<file path="config.mk">
export PLATFORM = sky130hd
export DESIGN_NAME = stack_unit_flat
export DESIGN_NICKNAME = d
export VERILOG_FILES = /design/src/rtl/stack_unit_if.sv /design/src/rtl/stack_unit.sv /design/src/flat_wrapper.sv
export SDC_FILE = /design/constraint.sdc
export NUM_CORES = 1
export LEC_CHECK = 0
export CAP_MARGIN = 15
export CORE_UTILIZATION = 30
export DETAILED_ROUTE_END_ITERATION = 16
export PLACE_DENSITY = 0.57
export SLEW_MARGIN = 20
export SYNTH_ARGS = -nofsm -noshare
export SYNTH_HDL_FRONTEND = slang
export SYNTH_SLANG_ARGS = --single-unit
</file>
<file path="constraint.sdc">
create_clock -name clk -period 1.7 [get_ports clk]
set_input_delay 0.255 -clock clk [delete_from_list [all_inputs] [get_ports clk]]
set_output_delay 0.255 -clock clk [all_outputs]
set_load 0.02 [all_outputs]
</file>
<file path="src/rtl/stack_unit_if.sv">
// ============================================================================
// Module   : stack_unit_if
// Brief    : Request, register-file and data-memory signals of stack_unit.
// Revision : 1.0
// ============================================================================
`default_nettype none

interface stack_unit_if #(
    parameter int DATA_W = 8
);
    logic              op_valid;
    logic [2:0]        op_code;
    logic [DATA_W-1:0] data_in;
    logic [DATA_W-1:0] pc_in;
    logic [DATA_W-1:0] flags_in;
    logic [7:0]        sp_in;
    logic [DATA_W-1:0] mem_rdata;
    logic              busy;
    logic              done;
    logic              err;
    logic [DATA_W-1:0] pop_data;
    logic [DATA_W-1:0] pc_out;
    logic [DATA_W-1:0] flags_out;
    logic              sp_en;
    logic              sp_op;
    logic [7:0]        mem_addr;
    logic [DATA_W-1:0] mem_wdata;
    logic              mem_we;
    logic              mem_re;

    modport master (
        output op_valid, op_code, data_in, pc_in, flags_in, sp_in, mem_rdata,
        input  busy, done, err, pop_data, pc_out, flags_out,
               sp_en, sp_op, mem_addr, mem_wdata, mem_we, mem_re
    );

    modport slave (
        input  op_valid, op_code, data_in, pc_in, flags_in, sp_in, mem_rdata,
        output busy, done, err, pop_data, pc_out, flags_out,
               sp_en, sp_op, mem_addr, mem_wdata, mem_we, mem_re
    );
endinterface

`default_nettype wire

</file>
<file path="src/rtl/stack_unit.sv">
// ============================================================================
// Module   : stack_unit
// Brief    : Multi-cycle PUSH/POP/CALL/RET/INT/RTI sequencer driving memory
//            and the register file's SP controls.
// Revision : 1.0
// ============================================================================
`default_nettype none

module stack_unit #(
    parameter int         DATA_W      = 8,
    parameter logic [7:0] STACK_BASE  = 8'hFF,
    parameter logic [7:0] STACK_LIMIT = 8'h80
) (
    input  logic         clk,
    input  logic         rst,
    stack_unit_if.slave  bus
);

    localparam logic [2:0] c_op_push = 3'd1;
    localparam logic [2:0] c_op_pop  = 3'd2;
    localparam logic [2:0] c_op_call = 3'd3;
    localparam logic [2:0] c_op_ret  = 3'd4;
    localparam logic [2:0] c_op_int  = 3'd5;
    localparam logic [2:0] c_op_rti  = 3'd6;

    localparam logic [7:0] c_int_min = STACK_LIMIT + 8'd1;
    localparam logic [7:0] c_pop_max = STACK_BASE - 8'd1;
    localparam logic [7:0] c_rti_max = STACK_BASE - 8'd2;

    localparam logic [2:0] S_IDLE = 3'd0;
    localparam logic [2:0] S_WR1  = 3'd1;
    localparam logic [2:0] S_WR2  = 3'd2;
    localparam logic [2:0] S_INC  = 3'd3;
    localparam logic [2:0] S_RD   = 3'd4;
    localparam logic [2:0] S_CAP  = 3'd5;
    localparam logic [2:0] S_DONE = 3'd6;

    logic [2:0]        r_state;
    logic [2:0]        w_next;
    logic [2:0]        r_op;
    logic [DATA_W-1:0] r_data;
    logic [DATA_W-1:0] r_pc;
    logic [DATA_W-1:0] r_flags;
    logic              r_err;
    logic              r_pass;
    logic [DATA_W-1:0] r_pop_data;
    logic [DATA_W-1:0] r_pc_out;
    logic [DATA_W-1:0] r_flags_out;

    logic              w_accept;
    logic              w_bound_ok;
    logic              w_is_write;

    logic              w_busy;
    logic              w_done;
    logic              w_err;
    logic              w_sp_en;
    logic              w_sp_op;
    logic [7:0]        w_mem_addr;
    logic [DATA_W-1:0] w_mem_wdata;
    logic              w_mem_we;
    logic              w_mem_re;

    // Request decode and bound check against the live SP
    always_comb begin
        w_accept   = 1'b0;
        w_bound_ok = 1'b0;
        w_is_write = 1'b0;
        if (bus.op_valid) begin
            case (bus.op_code)
                c_op_push, c_op_call: begin
                    w_accept   = 1'b1;
                    w_is_write = 1'b1;
                    w_bound_ok = (bus.sp_in >= STACK_LIMIT);
                end
                c_op_int: begin
                    w_accept   = 1'b1;
                    w_is_write = 1'b1;
                    w_bound_ok = (bus.sp_in >= c_int_min);
                end
                c_op_pop, c_op_ret: begin
                    w_accept   = 1'b1;
                    w_bound_ok = (bus.sp_in <= c_pop_max);
                end
                c_op_rti: begin
                    w_accept   = 1'b1;
                    w_bound_ok = (bus.sp_in <= c_rti_max);
                end
                default: ;
            endcase
        end
    end

    always_ff @(posedge clk or negedge rst) begin
        if (!rst) begin
            r_state <= S_IDLE;
        end else begin
            r_state <= w_next;
        end
    end

    always_comb begin
        w_next = r_state;
        case (r_state)
            S_IDLE: begin
                if (w_accept) begin
                    if (!w_bound_ok)     w_next = S_DONE;
                    else if (w_is_write) w_next = S_WR1;
                    else                 w_next = S_INC;
                end
            end
            S_WR1:   w_next = (r_op == c_op_int) ? S_WR2 : S_DONE;
            S_WR2:   w_next = S_DONE;
            S_INC:   w_next = S_RD;
            S_RD:    w_next = S_CAP;
            S_CAP:   w_next = ((r_op == c_op_rti) && !r_pass) ? S_INC : S_DONE;
            S_DONE:  w_next = S_IDLE;
            default: w_next = S_IDLE;
        endcase
    end

    always_comb begin
        w_busy      = (r_state != S_IDLE);
        w_done      = 1'b0;
        w_err       = 1'b0;
        w_sp_en     = 1'b0;
        w_sp_op     = 1'b0;
        w_mem_addr  = '0;
        w_mem_wdata = '0;
        w_mem_we    = 1'b0;
        w_mem_re    = 1'b0;
        case (r_state)
            S_WR1: begin
                w_mem_we    = 1'b1;
                w_mem_addr  = bus.sp_in;
                w_mem_wdata = (r_op == c_op_push) ? r_data : r_pc;
                w_sp_en     = 1'b1;
            end
            S_WR2: begin
                w_mem_we    = 1'b1;
                w_mem_addr  = bus.sp_in;
                w_mem_wdata = r_flags;
                w_sp_en     = 1'b1;
            end
            S_INC: begin
                w_sp_en = 1'b1;
                w_sp_op = 1'b1;
            end
            S_RD: begin
                w_mem_re   = 1'b1;
                w_mem_addr = bus.sp_in;
            end
            S_DONE: begin
                w_done = 1'b1;
                w_err  = r_err;
            end
            default: ;
        endcase
    end

    // Operand latch and result capture; RTI pops flags first, then PC
    always_ff @(posedge clk or negedge rst) begin
        if (!rst) begin
            r_op        <= '0;
            r_data      <= '0;
            r_pc        <= '0;
            r_flags     <= '0;
            r_err       <= 1'b0;
            r_pass      <= 1'b0;
            r_pop_data  <= '0;
            r_pc_out    <= '0;
            r_flags_out <= '0;
        end else begin
            if ((r_state == S_IDLE) && w_accept) begin
                r_op    <= bus.op_code;
                r_data  <= bus.data_in;
                r_pc    <= bus.pc_in;
                r_flags <= bus.flags_in;
                r_err   <= !w_bound_ok;
                r_pass  <= 1'b0;
            end
            if (r_state == S_CAP) begin
                case (r_op)
                    c_op_pop: r_pop_data <= bus.mem_rdata;
                    c_op_ret: r_pc_out   <= bus.mem_rdata;
                    c_op_rti: begin
                        if (!r_pass) begin
                            r_flags_out <= bus.mem_rdata;
                            r_pass      <= 1'b1;
                        end else begin
                            r_pc_out <= bus.mem_rdata;
                        end
                    end
                    default: ;
                endcase
            end
        end
    end

    assign bus.busy      = w_busy;
    assign bus.done      = w_done;
    assign bus.err       = w_err;
    assign bus.pop_data  = r_pop_data;
    assign bus.pc_out    = r_pc_out;
    assign bus.flags_out = r_flags_out;
    assign bus.sp_en     = w_sp_en;
    assign bus.sp_op     = w_sp_op;
    assign bus.mem_addr  = w_mem_addr;
    assign bus.mem_wdata = w_mem_wdata;
    assign bus.mem_we    = w_mem_we;
    assign bus.mem_re    = w_mem_re;

endmodule

`default_nettype wire

</file>
<file path="src/flat_wrapper.sv">
// flat-port wrapper written by rule: the top's interface ports become plain ports
module stack_unit_flat 
#(
    parameter int         DATA_W      = 8,
    parameter logic [7:0] STACK_BASE  = 8'hFF,
    parameter logic [7:0] STACK_LIMIT = 8'h80
)
  (clk, rst, bus_op_valid, bus_op_code, bus_data_in, bus_pc_in, bus_flags_in, bus_sp_in, bus_mem_rdata, bus_busy, bus_done, bus_err, bus_pop_data, bus_pc_out, bus_flags_out, bus_sp_en, bus_sp_op, bus_mem_addr, bus_mem_wdata, bus_mem_we, bus_mem_re);
  stack_unit_if #(.DATA_W(DATA_W)) bus_i ();
  input  logic clk;
  input  logic rst;
  input wire logic [$bits(bus_i.op_valid)-1:0] bus_op_valid;
  input wire logic [$bits(bus_i.op_code)-1:0] bus_op_code;
  input wire logic [$bits(bus_i.data_in)-1:0] bus_data_in;
  input wire logic [$bits(bus_i.pc_in)-1:0] bus_pc_in;
  input wire logic [$bits(bus_i.flags_in)-1:0] bus_flags_in;
  input wire logic [$bits(bus_i.sp_in)-1:0] bus_sp_in;
  input wire logic [$bits(bus_i.mem_rdata)-1:0] bus_mem_rdata;
  output wire logic [$bits(bus_i.busy)-1:0] bus_busy;
  output wire logic [$bits(bus_i.done)-1:0] bus_done;
  output wire logic [$bits(bus_i.err)-1:0] bus_err;
  output wire logic [$bits(bus_i.pop_data)-1:0] bus_pop_data;
  output wire logic [$bits(bus_i.pc_out)-1:0] bus_pc_out;
  output wire logic [$bits(bus_i.flags_out)-1:0] bus_flags_out;
  output wire logic [$bits(bus_i.sp_en)-1:0] bus_sp_en;
  output wire logic [$bits(bus_i.sp_op)-1:0] bus_sp_op;
  output wire logic [$bits(bus_i.mem_addr)-1:0] bus_mem_addr;
  output wire logic [$bits(bus_i.mem_wdata)-1:0] bus_mem_wdata;
  output wire logic [$bits(bus_i.mem_we)-1:0] bus_mem_we;
  output wire logic [$bits(bus_i.mem_re)-1:0] bus_mem_re;
  assign bus_i.op_valid = bus_op_valid;
  assign bus_i.op_code = bus_op_code;
  assign bus_i.data_in = bus_data_in;
  assign bus_i.pc_in = bus_pc_in;
  assign bus_i.flags_in = bus_flags_in;
  assign bus_i.sp_in = bus_sp_in;
  assign bus_i.mem_rdata = bus_mem_rdata;
  assign bus_busy = bus_i.busy;
  assign bus_done = bus_i.done;
  assign bus_err = bus_i.err;
  assign bus_pop_data = bus_i.pop_data;
  assign bus_pc_out = bus_i.pc_out;
  assign bus_flags_out = bus_i.flags_out;
  assign bus_sp_en = bus_i.sp_en;
  assign bus_sp_op = bus_i.sp_op;
  assign bus_mem_addr = bus_i.mem_addr;
  assign bus_mem_wdata = bus_i.mem_wdata;
  assign bus_mem_we = bus_i.mem_we;
  assign bus_mem_re = bus_i.mem_re;
  stack_unit #(.DATA_W(DATA_W), .STACK_BASE(STACK_BASE), .STACK_LIMIT(STACK_LIMIT)) u_core (.clk(clk), .rst(rst), .bus(bus_i));
endmodule
</file>
### Word-level counts from Yosys, hierarchy flattened

Cells that the tools add are included.

| word-level totals | value |
|---|---|
| bits in registers | 56 |
| bits of input ports | 46 |
| word-level logic and storage cells | 78 |

| operators by class | value |
|---|---|
| $lt $le $gt $ge | 4 |
| equality and inequality tests | 19 |
| muxes and demuxes | 27 |
| bitwise logic cells | 1 |
| reductions and logical operators | 17 |

Operators with widths:

| operator | count |
|---|---|
| 8-bit case mux with 2 select lines | 2 |
| 3-bit equality test (second input constant) | 9 |
| 8-bit two-way mux | 3 |
| 3-bit case mux with 6 select lines | 1 |
| 8-bit >= comparator (second input constant) | 2 |
| 8-bit <= comparator (second input constant) | 2 |
| 3-bit by 2-bit equality test with 1-bit output (second input constant) | 5 |
| 1-bit two-way mux | 15 |
| 3-bit two-way mux | 4 |
| 3-bit by 1-bit equality test with 1-bit output (second input constant) | 3 |
| 3-bit OR reduction | 3 |
| 3-bit AND reduction | 2 |
| 2-bit OR reduction | 3 |
| 6-bit OR reduction | 1 |
| 2-bit by 1-bit inequality test with 1-bit output (second input constant) | 2 |
| 1-bit case mux with 4 select lines | 1 |
| 3-bit logical NOT | 1 |
| 3-bit nonzero test | 1 |
| 1-bit logical AND | 2 |
| 1-bit logical NOT | 2 |
| 2-bit two-way mux | 1 |
| 2-bit AND reduction | 1 |
| 2-bit nonzero test | 1 |
| 1-bit inverter | 1 |

### Depth between registers and ports, before layout

Gate-level depths: netlist of run 1.

| logic depth | value |
|---|---|
| depth after elaboration | 9 |
| depth in mapped cells | 6 |
| depth with buffers taken out | 4 |

### Worst setup path after synthesis of run 1

Ideal clock, no wire load.

| timing | value |
|---|---|
| path kind | register to output |
| start | register u_core.r_op[2] |
| end | output port bus_mem_wdata[0] |
| arrival time | 1.413 ns |
| required time | 1.445 ns |
| setup slack | 0.032 ns |
| stages on the path, launching flop included | 5 |
| cells stage by stage | dfrtp_1 -> nor3b_1 -> buf_2 -> mux2i_1 -> o21ai_0 |

| on the way | value |
|---|---|
| word-level cells in the longest chain between the ends | 3 |

RTL lines:

| what | line | RTL |
|---|---|---|
| start: declaration | stack_unit.sv:40 | `logic [2:0] r_op;` |
| start signal: assignment | stack_unit.sv:175 | `r_op <= bus.op_code;` |
| 3-bit by 1-bit equality test with 1-bit output | stack_unit.sv:136 | `w_mem_wdata = (r_op == c_op_push) ? r_data : r_pc;` |
| 8-bit two-way mux | stack_unit.sv:136 |  |
| 8-bit case mux with 2 select lines | stack_unit.sv:132 | `case (r_state)` |
| end: declaration | flat_wrapper.sv:28 | `output wire logic [$bits(bus_i.mem_wdata)-1:0] bus_mem_wdata;` |

No other way between the ends.

### Worst setup path after layout of run 1

| timing | value |
|---|---|
| start | register u_core.r_op[2] |
| end | output port bus_mem_wdata[4] |

Same word-level chain as after synthesis.

==> results.sh, run 1 <==
export IMPL_peakVddDrop_uv=804
export IMPL_setup_ws_ns=-0.134
export IMPL_max_cap_violations=0
export IMPL_cts_buffer_depth=2
export IMPL_drtAntennaViolNets=0
export IMPL_synth_cells=199
export IMPL_clock_tree_root_cell="clkbuf_8"
export IMPL_reg2reg_depth=6
export IMPL_rsz0062_at_grt="yes"
export IMPL_clkPwrFrac_pct=10.3
export IMPL_power_density_nw_per_um2=1820
export IMPL_slew_violations=0
export IMPL_p_leak_nw=1.85
export IMPL_fmax_ghz=0.545
export IMPL_synth_area_per_cell_sq_um=13.2
export IMPL_nets=373
export IMPL_slowest_stage="dfrtp_1"
export IMPL_synth_seq_cells=56
export IMPL_violations="setup timing"
export IMPL_synth_warnings=0
export IMPL_grt_pass1_vias=2110
export IMPL_final_common_cell="clkdlybuf4s50_1"
export IMPL_drt_initial_drc_count=40
export IMPL_syn_to_final_growth_pct=58.7
export IMPL_ys_seq_area_share_pct=53.5
export IMPL_antenna_found_initial=0
export IMPL_core_sq_um=8340
export IMPL_hold_path_class="input pin to asynchronous set/reset pin"
export IMPL_wl_per_cell_um=14.7
export IMPL_n_antenna_cell=0
export IMPL_clock_skew_ns=0.0100
export IMPL_tightest_slew_ns=0.403
export IMPL_crit_family="buffers and inverters"
export IMPL_final_min_clock_period_ns=1.83
export IMPL_gr_usage_all_layers_pct=14.3
export IMPL_ys_types=35
export IMPL_p_sw_share_pct=36.1
export IMPL_io_buffer_count=92
export IMPL_max_stage_delay_ns=0.40
export IMPL_slew_headroom_pct=72.9
export IMPL_timing_rr_end="u_core.r_data[4]"
export IMPL_h_tree_depth=2
export IMPL_grt_pass1_wl_mm=9.97
export IMPL_multi_input_area_sq_um=1280
export IMPL_design_area_sq_um=4160
export IMPL_crit_type="register to primary output"
export IMPL_n_fill_cell=769
export IMPL_status="finished, violations left"
export IMPL_placed_area_sq_um=3810
export IMPL_path_clk_slew_ns=0.10
export IMPL_vias=2039
export IMPL_rows=33
export IMPL_rrSetupSlack_ns=0.01
export IMPL_p_sw_mw=2.74
export IMPL_cts_sinks=56
export IMPL_whs_ns=0.461
export IMPL_p_comb_share_pct=58.4
export IMPL_die_width_um=95.5
export IMPL_drive_gt1_share_pct=45.1
export IMPL_numCtsBuffers=5
export IMPL_overflow=0
export IMPL_grt_max_degree=57
export IMPL_dp_hpwl_mm=4.34
export IMPL_arrival_ns=1.58
export IMPL_via_per_inst=4.71
export IMPL_critPathBufInv=3
export IMPL_layout_common_cells="clkdlybuf4s50_1, dfrtp_1, mux2_2, buf_4, buf_6"
export IMPL_cts_tree="built"
export IMPL_die_y_um=95.5
export IMPL_p_int_mw=4.85
export IMPL_wirelength_mm=6.37
export IMPL_hold_viol_final=0
export IMPL_syn_nets=245
export IMPL_start_util_pct=31.4
export IMPL_synth_area_sq_um=2620
export IMPL_route_detailed_drc=0
export IMPL_startpoint_type="register"
export IMPL_share_seq_of_total_power_pct=31.3
export IMPL_place_congestion=0.709
export IMPL_seq_area_sq_um=1400
export IMPL_r2r_start="u_core.r_state[2]"
export IMPL_clk_latency_ns=0.32
export IMPL_finalSetupViolations=17
export IMPL_critPathMaxFanout=6
export IMPL_crit_chain="nor3b_2 -> buf_6 -> buf_4 -> mux2i_1 -> o21ai_0 -> buf_2"
export IMPL_post_route_period_util_pct=108
export IMPL_die_area_sq_um=9120
export IMPL_num_io_pins=93
export IMPL_worst_ep_required_time_ns=1.44
export IMPL_end_kind="primary output"
export IMPL_dr_pass1_iters=3
[Yosys cell counts]
cell type / count / area share, %
o21ai_0: 10 / 1.9
and2_1: 11 / 2.6
mux2i_1: 8 / 3.1
mux2_4: 8 / 4.6
nor2_2: 2 / 0.48
nand3b_2: 1 / 0.43
nand3_2: 1 / 0.38
a211oi_1: 2 / 0.57
buf_4: 3 / 0.86
a41oi_1: 1 / 0.33
nor3_4: 1 / 0.62
a211o_1: 1 / 0.33
nor4_1: 1 / 0.24
nor4b_1: 1 / 0.33
buf_12: 1 / 0.76
nand4_1: 1 / 0.24
dfrtp_1: 56 / 53
nor3b_1: 2 / 0.57
buf_6: 2 / 0.86
inv_1: 2 / 0.29
mux2_2: 43 / 18
or3_1: 3 / 0.72
nor2_1: 7 / 1.0
nand2b_1: 2 / 0.48
buf_2: 1 / 0.19
nand4_2: 1 / 0.48
and3b_1: 1 / 0.33
nand2_1: 11 / 1.6
xnor2_1: 1 / 0.33
a21oi_1: 2 / 0.38
and3_1: 1 / 0.24
nor3b_2: 1 / 0.48
nand3_1: 5 / 0.95
a21o_1: 3 / 0.86
nand3b_1: 2 / 0.57
[worst max path at each step]
| stage | depth (start not counted) | from | slack, ns | to |
|---|---|---|---|---|
| 4_1_cts | 6 | u_core.r_op[2] | -0.17 | bus_mem_wdata[4] |
| 5_1_grt | 6 | u_core.r_op[2] | -0.23 | bus_mem_wdata[6] |
| 6_report | 6 | u_core.r_op[2] | -0.13 | bus_mem_wdata[4] |
| 3_5_place_dp | 5 | bus_op_code[2] | -0.31 | u_core.r_op[0] |
| 3_3_place_gp | 5 | bus_op_code[2] | -0.28 | u_core.r_pc[6] |
| 2_1_floorplan | 4 | u_core.r_op[2] | 0.03 | bus_mem_wdata[0] |
[registers in the layout (all words and copies together) (netlist names)]
register and cells:
u_core.r_op 3, u_core.bus.pop_data 8, u_core.r_pc 8, u_core.r_state 3, u_core.bus.pc_out 8, u_core.r_pass 1
u_core.bus.flags_out 8, u_core.r_flags 8, u_core.r_data 8, u_core.r_err 1
[cell families after synthesis]
family	Yosys count	synth area share (%)
XOR/XNOR	1	0.334
flip-flops	56	53.5
AND/OR/NAND/NOR	55	12.7
buffers and inverters	9	2.96
AO/OA/AOI/OAI	19	4.39
multiplexers	59	26.1
[metrics by stage]
step	utilization [%]	setup slack [ns]	setup TNS (ns)	instances	power, mW
after floorplan	-	0.0316	0	199	4.51
after global placement	45.7	-0.276	-10.90	412	6.21
after detailed placement	45.7	-0.311	-11.62	412	6.26
after CTS	48.0	-0.170	-1.36	428	7.27
after global routing	49.9	-0.230	-4.79	433	8.07
final	49.9	-0.134	-0.881	433	7.59
[worst register-to-register path: stages (launching register included)]
cell,delay [ns]
dfrtp_2,0.47
buf_6,0.14
buf_6,0.12
nor3_4,0.19
nand4_4,0.14
buf_12,0.20
mux2_4,0.33
[power by group through the flow]
stage / combinational, mW / sequential [mW] / clock, mW
2_1_floorplan: 1.82 / 2.68 / 0
3_3_place_gp: 3.85 / 2.36 / 0
3_5_place_dp: 3.88 / 2.38 / 0
4_1_cts: 4.09 / 2.36 / 0.825
5_1_grt: 4.74 / 2.47 / 0.858
6_report: 4.43 / 2.38 / 0.780
[layout make-up]
| cell class | instances | area share [%] |
|---|---|---|
| clock buffer | 6 | 1.99 |
| inverter | 2 | 0.181 |
| clock inverter | 2 | 0.361 |
| timing repair buffer | 128 | 29.7 |
| sequential | 56 | 33.8 |
| multi-input combinational | 134 | 30.8 |
| tap | 105 | 3.16 |
[timing repair]
| item | 4_1_cts | 5_1_grt |
|---|---|---|
| endpoints found under the setup margin | 40 | 75 |
| pin swaps | 2 | 8 |
| endpoints found under the hold margin | 56 | 0 |
| setup buffers | 7 | 5 |
| hold buffers | 1 | 0 |
| resized for setup | 133 | 43 |
[per-layer routing]
| metal | GRT usage [%] | wire [um] | up-vias |
|---|---|---|---|
| met5 | 0 | 0 | - |
| met4 | 4.48 | 76 | 0 |
| met3 | 5.34 | 554 | 8 |
| met2 | 23.1 | 2880 | 60 |
| met1 | 17.7 | 2860 | 1002 |
| li1 | - | - | 969 |
No activity file was read; power rests on OpenSTA's default activity.
==> run 2: changes to the inputs <==
Settings changed: CAP_MARGIN 15 to unset, CTS_CLUSTER_SIZE set to 28, PLACE_DENSITY 0.57 to 0.63.
==> run 2 against run 1 <==
The run still ends with setup timing left. Hold slack improved by 0.020 ns. Clock power is 10% higher. Fmax shrank 2.2%. Critical path type unchanged. Critical endpoint is now bus_mem_wdata[7].
==> results.sh, run 2 (synthesis results as in run 1) <==
export IMPL_crit_type="register to primary output"
export IMPL_max_cap_violations=0
export IMPL_drtAntennaViolNets=0
export IMPL_antenna_found_initial=0
export IMPL_worst_ep_required_time_ns=1.44
export IMPL_status="finished, violations left"
export IMPL_slew_violations=0
export IMPL_end_kind="primary output"
export IMPL_max_stage_delay_ns=0.40
export IMPL_drive_gt1_share_pct=43.5
export IMPL_hold_viol_final=0
export IMPL_grt_pass1_vias=2088
export IMPL_hold_path_class="input pin to asynchronous set/reset pin"
export IMPL_placed_area_sq_um=3810
export IMPL_start_util_pct=31.4
export IMPL_die_y_um=95.5
export IMPL_place_congestion=0.737
export IMPL_io_buffer_count=92
export IMPL_layout_common_cells="clkdlybuf4s50_1, dfrtp_1, mux2_2, buf_4, mux2_4"
export IMPL_peakVddDrop_uv=990
export IMPL_critPathBufInv=3
export IMPL_p_comb_share_pct=57.8
export IMPL_via_per_inst=4.63
export IMPL_final_min_clock_period_ns=1.88
export IMPL_violations="setup timing"
export IMPL_cts_buffer_depth=2
export IMPL_critPathMaxFanout=7
export IMPL_rows=33
export IMPL_timing_rr_end="u_core.r_pc[2]"
export IMPL_startpoint_type="register"
export IMPL_fmax_ghz=0.533
export IMPL_die_width_um=95.5
export IMPL_nets=374
export IMPL_rrSetupSlack_ns=-0.07
export IMPL_tightest_slew_ns=0.400
export IMPL_clock_tree_root_cell="clkbuf_8"
export IMPL_vias=2009
export IMPL_final_common_cell="clkdlybuf4s50_1"
export IMPL_num_io_pins=93
export IMPL_post_route_period_util_pct=110
export IMPL_r2r_start="u_core.r_state[0]"
export IMPL_drt_initial_drc_count=38
export IMPL_whs_ns=0.481
export IMPL_gr_usage_all_layers_pct=14.1
export IMPL_rsz0062_at_grt="yes"
export IMPL_core_sq_um=8340
export IMPL_finalSetupViolations=46
export IMPL_p_leak_nw=1.88
export IMPL_wirelength_mm=6.73
export IMPL_clock_skew_ns=0.00970
export IMPL_slowest_stage="dfrtp_1"
export IMPL_path_clk_slew_ns=0.09
export IMPL_overflow=0
export IMPL_clk_latency_ns=0.30
export IMPL_cts_sinks=56
export IMPL_p_int_mw=4.96
export IMPL_dp_slack_ns=-0.322
export IMPL_p_sw_mw=2.72
export IMPL_seq_area_sq_um=1400
export IMPL_slew_headroom_pct=73.1
export IMPL_dr_pass1_iters=3
export IMPL_crit_chain="nor3b_2 -> buf_12 -> buf_4 -> mux2i_1 -> o21ai_1 -> buf_2"
export IMPL_arrival_ns=1.62
export IMPL_numCtsBuffers=5
export IMPL_fin_util_pct=50.3
export IMPL_multi_input_area_sq_um=1260
export IMPL_power_density_nw_per_um2=1830
export IMPL_n_antenna_cell=0
export IMPL_p_sw_share_pct=35.4
export IMPL_total_power_mw=7.69
export IMPL_share_seq_of_total_power_pct=31.0
export IMPL_die_area_sq_um=9120
export IMPL_n_fill_cell=733
export IMPL_clkPwrFrac_pct=11.2
export IMPL_h_tree_depth=2
export IMPL_syn_to_final_growth_pct=60.1
export IMPL_reg2reg_depth=6
export IMPL_design_area_sq_um=4200
export IMPL_finalNonFillerCells=434
export IMPL_dp_hpwl_mm=4.41
export IMPL_grt_pass1_wl_mm=9.91
export IMPL_route_detailed_drc=0
export IMPL_crit_family="buffers and inverters"
export IMPL_setup_ws_ns=-0.176
export IMPL_cts_tree="built"
export IMPL_grt_max_degree=57
export IMPL_fin_setup_tns_ns=-2.29
export IMPL_wl_per_cell_um=15.5
export IMPL_dp_cells=410
==> run 2: power groups by stage <==
stage               logic (mW)  clock network [mW]  registers, mW
finish                    4.44               0.860           2.39
CTS                       4.18               0.881           2.36
detailed placement        3.91                   0           2.38
floorplan                 1.82                   0           2.68
global route              4.74               0.928           2.47
global placement          3.86                   0           2.35
==> run 2: worst min-delay path, stage by stage <==
cell,delay [ns]
dlygate4sd3_1,0.52
buf_2,0.12
buf_12,0.27
==> run 2: how the worst max path moves through the flow <==
stage / start / endpoint / depth (start not counted)
2_1_floorplan: u_core.r_op[2] / bus_mem_wdata[0] / 4
3_3_place_gp: bus_op_code[2] / u_core.r_flags[0] / 5
3_5_place_dp: u_core.r_op[2] / bus_mem_wdata[2] / 5
4_1_cts: u_core.r_op[1] / bus_mem_wdata[7] / 6
5_1_grt: u_core.r_op[2] / bus_mem_wdata[0] / 6
6_report: u_core.r_op[2] / bus_mem_wdata[7] / 6
==> run 2: layout make-up <==
class / instances / share of cell area, %
clock inverter: 2 / 0.835
multi-input combinational: 134 / 30.1
sequential: 56 / 33.4
clock buffer: 6 / 1.73
tap: 105 / 3.13
inverter: 2 / 0.179
timing repair buffer: 129 / 30.6
==> run 2: timing repair <==
item,CTS,global route
pin swaps,8,8
hold endpoints to repair,56,0
cloned,0,3
endpoints found under the setup margin,34,72
resized for setup,126,31
hold buffers,1,0
setup buffers,9,4
==> run 2: per-layer routing <==
layer	vias to the layer above	GRT usage [%]	routed length, um
met3	3	5.10	552
met1	980	17.5	2990
met5	-	0	0
met2	61	23.9	3170
met4	0	2.24	17
li1	965	-	-
==> run 3: changes to the inputs <==
Settings changed: GPL_ROUTABILITY_DRIVEN set to 0.
==> results of run 3 <==
The final DEF is identical to that of run 2; final timing and power are the same.
